File: src/rtl/uart_rx.sv
// uart_rx: 8N1 UART receiver with a one-entry valid/ready holding register, framing-error and overrun pulses
module uart_rx #(
    parameter int CLKS_PER_BIT = 87
) (
    input  logic       clk,
    input  logic       rst,
    input  logic       rx,
    output logic [7:0] data_out,
    output logic       data_valid,
    input  logic       data_ready,
    output logic       frame_err,
    output logic       overrun
);
    localparam int CW = $clog2(CLKS_PER_BIT);
    localparam logic [CW-1:0] HALF = CW'((CLKS_PER_BIT - 1) / 2);
    localparam logic [CW-1:0] LAST = CW'(CLKS_PER_BIT - 1);
    localparam logic [2:0] IDLE = 3'd0, START = 3'd1, DATA = 3'd2, STOP = 3'd3, BRK = 3'd4;

    logic          rx_meta_q, rxs_q;
    logic [2:0]    state_q, state_d;
    logic [CW-1:0] cnt_q, cnt_d;
    logic [2:0]    bit_q, bit_d;
    logic [7:0]    shift_q, shift_d;
    logic [7:0]    data_q, data_d;
    logic          valid_q, valid_d;
    logic          ferr_q, ferr_d;
    logic          ovr_q, ovr_d;
    logic          done, take, tick;

    always_comb begin
        state_d = state_q;
        cnt_d   = cnt_q;
        bit_d   = bit_q;
        shift_d = shift_q;
        done    = 1'b0;
        ferr_d  = 1'b0;
        tick    = cnt_q == LAST;
        case (state_q)
            IDLE: begin
                state_d = rxs_q ? IDLE : START;
                cnt_d   = '0;
            end
            START: begin
                cnt_d   = cnt_q == HALF ? '0 : cnt_q + CW'(1);
                bit_d   = 3'd0;
                state_d = cnt_q != HALF ? START : (rxs_q ? IDLE : DATA);
            end
            DATA: begin
                cnt_d = tick ? '0 : cnt_q + CW'(1);
                if (tick) begin
                    shift_d[bit_q] = rxs_q;
                    bit_d          = bit_q + 3'd1;
                    state_d        = bit_q == 3'd7 ? STOP : DATA;
                end
            end
            STOP: begin
                cnt_d   = tick ? '0 : cnt_q + CW'(1);
                done    = tick & rxs_q;
                ferr_d  = tick & ~rxs_q;
                state_d = !tick ? STOP : (rxs_q ? IDLE : BRK);
            end
            BRK:     state_d = rxs_q ? IDLE : BRK;
            default: state_d = IDLE;
        endcase
        // A completed byte may land in the same cycle the consumer drains the old one
        take    = ~valid_q | data_ready;
        data_d  = done & take ? shift_q : data_q;
        valid_d = (done & take) | (valid_q & ~data_ready);
        ovr_d   = done & ~take;
    end

    always_ff @(posedge clk or posedge rst) begin
        if (rst) begin
            rx_meta_q <= 1'b1;
            rxs_q     <= 1'b1;
            state_q   <= IDLE;
            cnt_q     <= '0;
            bit_q     <= 3'd0;
            shift_q   <= 8'h00;
            data_q    <= 8'h00;
            valid_q   <= 1'b0;
            ferr_q    <= 1'b0;
            ovr_q     <= 1'b0;
        end else begin
            rx_meta_q <= rx;
            rxs_q     <= rx_meta_q;
            state_q   <= state_d;
            cnt_q     <= cnt_d;
            bit_q     <= bit_d;
            shift_q   <= shift_d;
            data_q    <= data_d;
            valid_q   <= valid_d;
            ferr_q    <= ferr_d;
            ovr_q     <= ovr_d;
        end
    end

    assign data_out   = data_q;
    assign data_valid = valid_q;
    assign frame_err  = ferr_q;
    assign overrun    = ovr_q;
endmodule

File: config.mk
export PLATFORM = sky130hd
export DESIGN_NAME = uart_rx
export DESIGN_NICKNAME = d
export VERILOG_FILES = /design/src/rtl/uart_rx.sv
export SDC_FILE = /design/constraint.sdc
export NUM_CORES = 1
export LEC_CHECK = 0
export ABC_AREA = 1
export CAP_MARGIN = 20
export CORE_MARGIN = 4
export CORE_UTILIZATION = 55
export CTS_CLUSTER_SIZE = 12
export DETAILED_ROUTE_END_ITERATION = 6
export PLACE_DENSITY = 0.76
export SLEW_MARGIN = 20
export SYNTH_ARGS = -nofsm -noshare
export SYNTH_HDL_FRONTEND = slang
export SYNTH_SLANG_ARGS = --single-unit
File: constraint.sdc
create_clock -name clk -period 4 [get_ports clk]
set_clock_uncertainty 0.1 [all_clocks]
set_input_delay 0.8 -clock clk [delete_from_list [all_inputs] [get_ports clk]]
set_output_delay 0.8 -clock clk [all_outputs]
set_load 0.02 [all_outputs]
After elaboration in Yosys (flattened, before gate mapping)
Cells that the tools add are included.

cells by class
  order comparisons = 2
  mux-type cells = 18
  $add $sub $neg = 2
  equality and inequality tests = 9
  reductions and logical operators = 7
  bitwise operators = 11

operator list
  operator                                                                      number
  7-bit case mux with 3 select lines                                            1
  3-bit case mux with 5 select lines                                            1
  7-bit two-way mux                                                             2
  3-bit two-way mux                                                             4
  8-bit bitwise mux                                                             1
  7-bit by 1-bit adder with 7-bit output, second input constant                 1
  7-bit by 6-bit == test with 1-bit output, second input constant               1
  7-bit == test, second input constant                                          1
  7-bit by 6-bit inequality test with 1-bit output, second input constant       1
  3-bit by 2-bit == test with 1-bit output, second input constant               2
  3-bit == test, second input constant                                          2
  3-bit case mux with 2 select lines                                            1
  1-bit AND                                                                     5
  1-bit two-way mux                                                             5
  3-bit by 4-bit less-than comparator with 1-bit output, second input constant  1
  2-bit two-way mux                                                             2
  1-bit inverter                                                                4
  2-bit AND reduction                                                           2
  3-bit by 1-bit adder with 3-bit output, second input constant                 1
  1-bit demux with 3-bit select                                                 1
  3-bit by 1-bit == test with 1-bit output, second input constant               1
  3-bit by 1-bit >= comparator with 1-bit output, second input constant         1
  3-bit logical NOT                                                             1
  3-bit nonzero test                                                            1
  other kinds (5)                                                               6

storage, ports and cells
  register bits after elaboration = 34
  output and inout port bits = 11
  input port bits = 4
  word-level logic and storage cells = 59

Longest topological paths before layout
Gate-level depths: netlist of run 1.

  depth in word-level cells = 5
  gate-level depth with buffers = 9
  depth with buffers taken out = 9

Least setup slack after synthesis of run 1
Ideal clock, no wire load.

  path kind = in2reg
  start point = input data_ready
  end point = register data_q[0], in the netlist data_out[0]
  setup time = 0.065 ns
  data arrival time = 1.330 ns
  cell stages on the path = 5
  slack = 2.505 ns
  data required time = 3.835 ns
  path through = inv_1 > nand2_1 > clkbuf_1 > nand4_1 > nand2_1

on the way
  longest elaborated chain between the ends = 2

RTL lines
  element                 line  text
  start: declaration      10    input logic data_ready,
  1-bit bitwise OR        66    take = ~valid_q | data_ready;
  1-bit AND               67    data_d = done & take ? shift_q : data_q;
  end signal: assignment  91    data_q <= data_d;
  end: declaration        24    logic [7:0] data_q, data_d;

Every way passes these cells.
A chain may end at the register's enable or synchronous reset.

Worst setup path after layout of run 1
  start point = register data_q[4], in the netlist data_out[4]
  end point = output data_out[4]

RTL lines
  element           line  text
  end: declaration  8     output logic [7:0] data_out,

No word-level cell between the ends.

==> out/results.ini, run 1 <==
[status]
status=complete, no violations

[place]
port_buffers=14
place_hpwl_um=2220
place_area_um2=1900
gp_congestion=0.823

[power]
power_density_nw_per_um2=304
leakage_nw=1.06
irDropWorstVdd_uv=166

[clock_network]
cts_tree=built
clk_latency_ns=0.34
clockBufferDepth=2
htree_num_levels=2
post_cts_buffers=0
clk_pin_slew_ns=0.10
postCtsResizedCells=0
cts_root_buf=clkbuf_4
cts_sinks=34
cts_hold_buf=0
cts_made_buffers=5

[timing]
slew_headroom=0.725
fin_hold_ws_ns=0.260
fin_tns_setup_ns=0
max_freq_mhz=451
setup_viol=0
drv_slew=0
finalHoldViolCount=0
rsz0062_at_grt=false
worst_pin_slew_ns=0.412
period_share=0.554
finalCriticalPeriod_ns=2.22

[synth]
synth.distinct_cells=24
syn-num-nets=231
syn-cell-area_um2=1730
synthTopCellsByArea=dfrtp_1 (46%), nand2_1 (18%), inv_1 (5.9%)
synth_flop_cell=dfrtp_1
synth_top_area_cell=dfrtp_1
synthArstFlopShare=1.00
yosysTopAreaCellShare=0.463
ys_warn_count=0
yosysSeqAreaShare=0.494
ys_ff_latch=34
syn_area_per_cell_um2=7.75
synth_cells=223
synthTopCellsByCount=nand2_1 (83), dfrtp_1 (32), inv_1 (27), nor2_1 (24), nand3_1 (16)
synth_most_common_cell=nand2_1
synth_edf_count=0

[global_routing]
use_met2=0.248
met1_usage=0.261
grt_start_max_net_pins=35
grt_pass1_vias=1246
busiest_layer=met1
antenna_found_initial=0
grtUsageTotal=0.179
grtUsageMet3=0.0422
overflow=0
grt_pass1_wl_um=5650

[worst_setup_path]
worstSetupPathType=register to output pin
startpoint_type=register
arrival_ns=1.32
path_buf_inv=1
cp_max_fo=2
crit_family=buffers and inverters
max_stage_delay_ns=0.61
path_cells=clkdlybuf4s50_1
cp_slowest_cell=clkdlybuf4s50_1
crit_required_ns=3.10
critPathCaptureType=output pin

[cells_and_area]
area_growth_pct=13.8
design_area_um2=1970
drive_above_1_share=0.0913
register_area_um2=853
nFillCells=259
final_nets=248
multi_input_area_um2=731
diodes=0

[route]
avgViaCountPerCell=4.87
ant_nets=0
routed_wl_um=3080
vias=1387
dr.first_iter.drc_count=66
firstDrtPassIters=4
wl_per_cell_um=10.8
drc_errors=0

[die]
std_cell_rows=20
start_util=0.571
fp.dieH_um=64.1
dieArea_um2=4100
coreArea_um2=3030
die_x_um=64.1
io_pins=15

[min_path]
hold_class=register to register

[flow_run]
drv_cap=0

## logic make-up after synthesis
logic type	after synthesis	share of synthesized area
fa+ha+maj	4	0.0290
buf+inv	35	0.0833
simple gates	143	0.366
xor+xnor	2	0.0101
flops	34	0.494
compound gates	5	0.0174
## layout make-up
type	count	share of cell area
clock buffers	6	0.0261
clock inverters	2	0.00637
inverters	30	0.0586
multi-input cells	154	0.372
flip-flops and latches	34	0.434
well taps	44	0.0280
repair buffers	15	0.0751
## power breakdown
| part | total (mW) | switching (mW) | internal (mW) |
|---|---|---|---|
| clock | 0.204 | 0.119 | 0.0845 |
| sequential | 0.359 | 0.00816 | 0.351 |
| combinational | 0.0347 | 0.0212 | 0.0135 |
| total | 0.598 | 0.149 | 0.449 |
## registers in the layout, summed over array words and instances (netlist names)
signal / flops
rx_meta_q: 1
data_valid: 1
state_q: 3
cnt_q: 7
data_out: 8
bit_q: 3
rxs_q: 1
frame_err: 1
shift_q: 8
overrun: 1
## final timing paths
check / startpoint / to / slack [ns] / depth (start not counted)
max in group asynchronous: rst / rxs_q$_DFF_PP1_ / 2.72 / 3
worst max-delay path: data_out[4]$_DFFE_PP0P_ / data_out[4] / 1.78 / 1
worst min-delay path: rx_meta_q$_DFF_PP1_ / rxs_q$_DFF_PP1_ / 0.26 / 0
worst max register to register: cnt_q[0]$_DFFE_PP0P_ / shift_q[0]$_DFFE_PP0P_ / 2.27 / 9
min in group asynchronous: rst / overrun$_DFF_PP0_ / 0.73 / 3
worst min register to register: rx_meta_q$_DFF_PP1_ / rxs_q$_DFF_PP1_ / 0.26 / 0
## metrics by stage
step            util  total power [mW]  std cells  setup WS, ns
2_1_floorplan      -             0.391        223          2.36
3_3_place_gp   0.628             0.400        277          1.81
3_5_place_dp   0.628             0.401        277          1.76
4_1_cts        0.649             0.604        285          1.77
5_1_grt        0.649             0.628        285          1.73
6_report       0.649             0.598        285          1.78
## routing by layer
| metal | share of wire | wire (µm) |
|---|---|---|
| met5 | 0 | 0 |
| met4 | 0.015 | 47 |
| met3 | 0.056 | 172 |
| met2 | 0.41 | 1270 |
| met1 | 0.51 | 1590 |
## cells in the final DEF (no fill, tap or decap), types with 3 or more instances in the layout
cell type,instances
inv_1,27
nand3_1,16
nand4_1,10
ha_1,4
nor2_1,24
nor2_4,3
clkdlybuf4s50_1,14
clkbuf_4,5
dfrtp_1,32
nand2_1,83
Power figures use the tool's default switching activity.
==> inputs of run 2 (changes only) <==
==> constraint.sdc (replaced) <==
create_clock -name clk -period 2.2 [get_ports clk]
set_clock_uncertainty 0.1 [all_clocks]
set_input_delay 0.44 -clock clk [delete_from_list [all_inputs] [get_ports clk]]
set_output_delay 0.44 -clock clk [all_outputs]
set_load 0.02 [all_outputs]
==> run 2 against run 1 <==
Clock power up 76%. Routed wire length down 4.1%. Sequential share of layout area down 0.17 points. Critical endpoint is now data_out[5]. Clock-buffer cell count unchanged. Combinational power up 81%. Largest power group unchanged. Cell area up 0.38%. Die area unchanged. Largest cell class unchanged.
==> out/results.ini, run 2 (same netlist as run 1, synthesis figures left out) <==
[route]
firstDrtPassIters=4
drc_errors=0
ant_nets=0
dr.first_iter.drc_count=64
routed_wl_um=2960
wl_per_cell_um=10.3
vias=1361
avgViaCountPerCell=4.76

[place]
port_buffers=14
place_hpwl_um=2240
place_area_um2=1910
gp_congestion=0.838

[clock_network]
postCtsResizedCells=0
cts_root_buf=clkbuf_4
clockBufferDepth=2
htree_num_levels=2
clk_pin_slew_ns=0.10
cts_sinks=34
cts_hold_buf=0
cts_made_buffers=5
post_cts_buffers=0
cts_tree=built
clk_latency_ns=0.34

[worst_setup_path]
arrival_ns=1.32
startpoint_type=register
crit_required_ns=1.66
crit_family=buffers and inverters
r2r-start=cnt_q[0]$_DFFE_PP0P_
path_cells=clkdlybuf4s50_1
path_buf_inv=1
critPathCaptureType=output pin
cp_slowest_cell=clkdlybuf4s50_1
max_stage_delay_ns=0.60
worstSetupPathType=register to output pin
cp_max_fo=2
startpoint=data_out[5]$_DFFE_PP0P_

[die]
fp.dieH_um=64.1
std_cell_rows=20
start_util=0.571
dieArea_um2=4100
die_x_um=64.1
io_pins=15
coreArea_um2=3030

[timing]
fin_hold_ws_ns=0.261
drv_slew=0
max_freq_mhz=539
fin_tns_setup_ns=0
period_share=0.843
rsz0062_at_grt=false
setup_viol=0
finalHoldViolCount=0
finalCriticalPeriod_ns=1.86
slew_headroom=0.730
worst_pin_slew_ns=0.405

[global_routing]
grtUsageTotal=0.175
grt_pass1_vias=1218
overflow=0
grt_start_max_net_pins=35
grt_pass1_wl_um=5460
antenna_found_initial=0

[status]
status=complete, no violations

[cells_and_area]
nFillCells=253
drive_above_1_share=0.0950
final_nets=249
fin_util=0.652
mostFrequentLayoutCell=nand2_1
area_growth_pct=14.2
layout_common_cells=nand2_1 (83), dfrtp_1 (32), inv_1 (27), nor2_1 (24), nand3_1 (16)
design_area_um2=1970
diodes=0

[power]
irDropWorstVdd_uv=337
leakage_nw=1.06
power_density_nw_per_um2=545

[flow_run]
drv_cap=0

[min_path]
hp-start=rx_meta_q$_DFF_PP1_
hold_class=register to register

[run 2: area by class of cell]
type	count	area (µm²)	area share
clock inverter	2	12.5	0.00634
inverter	30	115	0.0583
multi-input combinational	154	731	0.370
tap	44	55.1	0.0279
sequential	34	853	0.432
clock buffer	6	51.3	0.0260
timing repair buffer	16	155	0.0786
[run 2: layer usage]
metal  vias up  part of all wire  GRT usage
met3         6             0.050     0.0668
li1        733                 -          -
met5         -                 0          0
met4         0             0.017     0.0674
met2        28              0.40      0.252
met1       594              0.53      0.237
[run 2: stage by stage]
| stage | total power, mW | cells | setup WS, ns |
|---|---|---|---|
| 2_1_floorplan | 0.710 | 223 | 0.769 |
| 4_1_cts | 1.09 | 286 | 0.314 |
| 6_report | 1.07 | 286 | 0.345 |
| 5_1_grt | 1.14 | 286 | 0.275 |
| 3_3_place_gp | 0.727 | 278 | 0.538 |
| 3_5_place_dp | 0.729 | 278 | 0.505 |
[run 2: path summary, 6_finish.rpt]
path / to / slack, ns / depth (start not counted)
max: data_out[5] / 0.34 / 1
min: rxs_q$_DFF_PP1_ / 0.26 / 0
max reg2reg: shift_q[5]$_DFFE_PP0P_ / 0.49 / 9
min reg2reg: rxs_q$_DFF_PP1_ / 0.26 / 0
max in group asynchronous: rxs_q$_DFF_PP1_ / 1.29 / 3
min in group asynchronous: overrun$_DFF_PP0_ / 0.37 / 3
[run 2: where the power goes]
| group | internal, mW | switching (mW) |
|---|---|---|
| sequential | 0.638 | 0.0151 |
| combinational | 0.0244 | 0.0383 |
| clock | 0.153 | 0.206 |
| total | 0.816 | 0.259 |
==> inputs of run 3 (changes only) <==
--- a/config.mk
+++ b/config.mk
@@ -8,10 +8,10 @@
 export ABC_AREA = 1
 export CAP_MARGIN = 20
 export CORE_MARGIN = 4
-export CORE_UTILIZATION = 55
+export CORE_UTILIZATION = 51
 export CTS_CLUSTER_SIZE = 12
 export DETAILED_ROUTE_END_ITERATION = 6
-export PLACE_DENSITY = 0.76
+export PLACE_DENSITY = 0.75
 export SLEW_MARGIN = 20
 export SYNTH_ARGS = -nofsm -noshare
 export SYNTH_HDL_FRONTEND = slang
==> constraint.sdc (replaced) <==
create_clock -name clk -period 1.6 [get_ports clk]
set_clock_uncertainty 0.1 [all_clocks]
set_input_delay 0.32 -clock clk [delete_from_list [all_inputs] [get_ports clk]]
set_output_delay 0.32 -clock clk [all_outputs]
set_load 0.02 [all_outputs]
==> run 3 against run 2 <==
Cell count up 3.1%. Highest routed layer unchanged. Total power increased by 51%. Sequential power grew 37%. Register-to-register slack worse by 0.39 ns. Worst setup slack got worse by 0.24 ns.
==> out/results.ini, run 3 (same netlist as run 1, synthesis figures left out) <==
[power]
clkPwrFrac=0.379
irDropWorstVdd_uv=574
switching_share=0.231
combPwrFrac=0.069
power.switching_mw=0.375
power.internal_mw=1.25
p_seq_frac=0.552
leakage_nw=1.17
power_density_nw_per_um2=780

[global_routing]
grt_pass1_vias=1328
grt_start_max_net_pins=19
grtUsageTotal=0.174
overflow=0
grt_pass1_wl_um=5800
antenna_found_initial=0

[worst_setup_path]
critPathCaptureType=register
arrival_ns=1.67
r2r_slack_ns=0.10
cp_max_fo=9
reg2reg_to=overrun$_DFF_PP0_
r2r-start=cnt_q[0]$_DFFE_PP0P_
crit_required_ns=1.78
startpoint_type=register
worstSetupPathType=register to register
r2r_cells=7

[die]
dieArea_um2=4380
fp.dieH_um=66.2
coreArea_um2=3150
std_cell_rows=20
die_x_um=66.2
start_util=0.548
io_pins=15

[clock_network]
clk_latency_ns=0.34
cts_tree=built
clockBufferDepth=2
htree_num_levels=2
cts_sinks=34
cts_made_buffers=5
cts_root_buf=clkbuf_4
cts_hold_buf=0
clk_pin_slew_ns=0.11

[route]
drc_errors=0
vias=1437
wl_per_cell_um=11.2
avgViaCountPerCell=4.87
ant_nets=0
firstDrtPassIters=6
dr.first_iter.drc_count=73
routed_wl_um=3300

[cells_and_area]
final_nets=258
fin_util=0.661
mostFrequentLayoutCell=nand2_1
design_area_um2=2080
area_growth_pct=20.6
layout_common_cells=nand2_1 (81), dfrtp_1 (31), inv_1 (26), nor2_1 (23), nand3_1 (15)
diodes=0
drive_above_1_share=0.155

[timing]
period_share=0.935
finalCriticalPeriod_ns=1.50
slew_headroom=0.778
max_freq_mhz=668
drv_slew=0
finalHoldViolCount=0
setup_viol=0
worst_pin_slew_ns=0.331
fin_tns_setup_ns=0

[min_path]
hold_class=input pin to async pin

[place]
port_buffers=14
place_hpwl_um=2360
place_area_um2=1970
gp_congestion=0.845

[flow_run]
drv_cap=0

[status]
status=complete, no violations

[run 3: cell count changes in the layout (fill, tap and decap cells not counted), sizes merged, moves of 3 or more]
cell,before,now
clkdlybuf4s50,14,3
dlygate4sd2,0,11
buf,2,10
clkinv,1,4
[run 3: worst max path at each step]
stage / start / endpoint / slack [ns] / depth (start not counted)
6_report: cnt_q[0]$_DFFE_PP0P_ / overrun$_DFF_PP0_ / 0.10 / 7
5_1_grt: cnt_q[0]$_DFFE_PP0P_ / shift_q[1]$_DFFE_PP0P_ / -0.05 / 9
4_1_cts: cnt_q[0]$_DFFE_PP0P_ / shift_q[3]$_DFFE_PP0P_ / 0.003 / 9
3_5_place_dp: cnt_q[0]$_DFFE_PP0P_ / shift_q[3]$_DFFE_PP0P_ / 0.02 / 9
3_3_place_gp: cnt_q[0]$_DFFE_PP0P_ / shift_q[0]$_DFFE_PP0P_ / 0.03 / 9
2_1_floorplan: cnt_q[0]$_DFFE_PP0P_ / shift_q[0]$_DFFE_PP0P_ / 0.17 / 9
[run 3: critical path, cell delays in order, from the launching register on]
cell and delay (ns):
dfrtp_1 0.41, inv_2 0.08, ha_2 0.20, nand3_2 0.10
nor2_4 0.18, buf_4 0.19, nand2_1 0.08, nor2_1 0.10
[run 3: routing by layer]
metal  part of all wire  global-route usage  vias up
met4              0.020              0.0761        0
met1               0.50               0.244      652
li1                   -                   -      746
met3              0.050              0.0425        8
met2               0.43               0.254       31
met5                  0                   0        -
[run 3: final cells by class]
cell class	count	area [µm²]
clock buffer	5	37.5
clock inverter	3	40.0
fill	247	1070
inverter	30	118
multi-input combinational	154	759
sequential	34	855
tap	44	55.1
timing repair buffer	24	214
timing repair inverter	1	5.00
[run 3: power by group through the flow]
stage                     registers [mW]  logic, mW  clock network (mW)
after floorplan                    0.907     0.0690                   0
after global placement             0.911     0.0970                   0
after detailed placement           0.912     0.0997                   0
after CTS                          0.895      0.101               0.631
after global routing               0.899      0.130               0.671
final                              0.896      0.112               0.616
[run 3: what timing repair did]
item	CTS	global route
gates resized for setup	11	11
endpoints found under the hold margin	0	0
endpoints found under the setup margin	11	22
gates cloned	0	1
pin swaps	0	2
setup buffers	0	2
[run 3: metrics by stage]
stage / hold WS (ns) / instances / worst slack [ns] / total power [mW]
floorplan: 0.224 / 223 / 0.169 / 0.976
global placement: 0.246 / 284 / 0.0283 / 1.01
detailed placement: 0.247 / 284 / 0.0174 / 1.01
CTS: 0.105 / 292 / 0.00331 / 1.63
global route: 0.130 / 295 / -0.0494 / 1.70
finish: 0.100 / 295 / 0.103 / 1.62
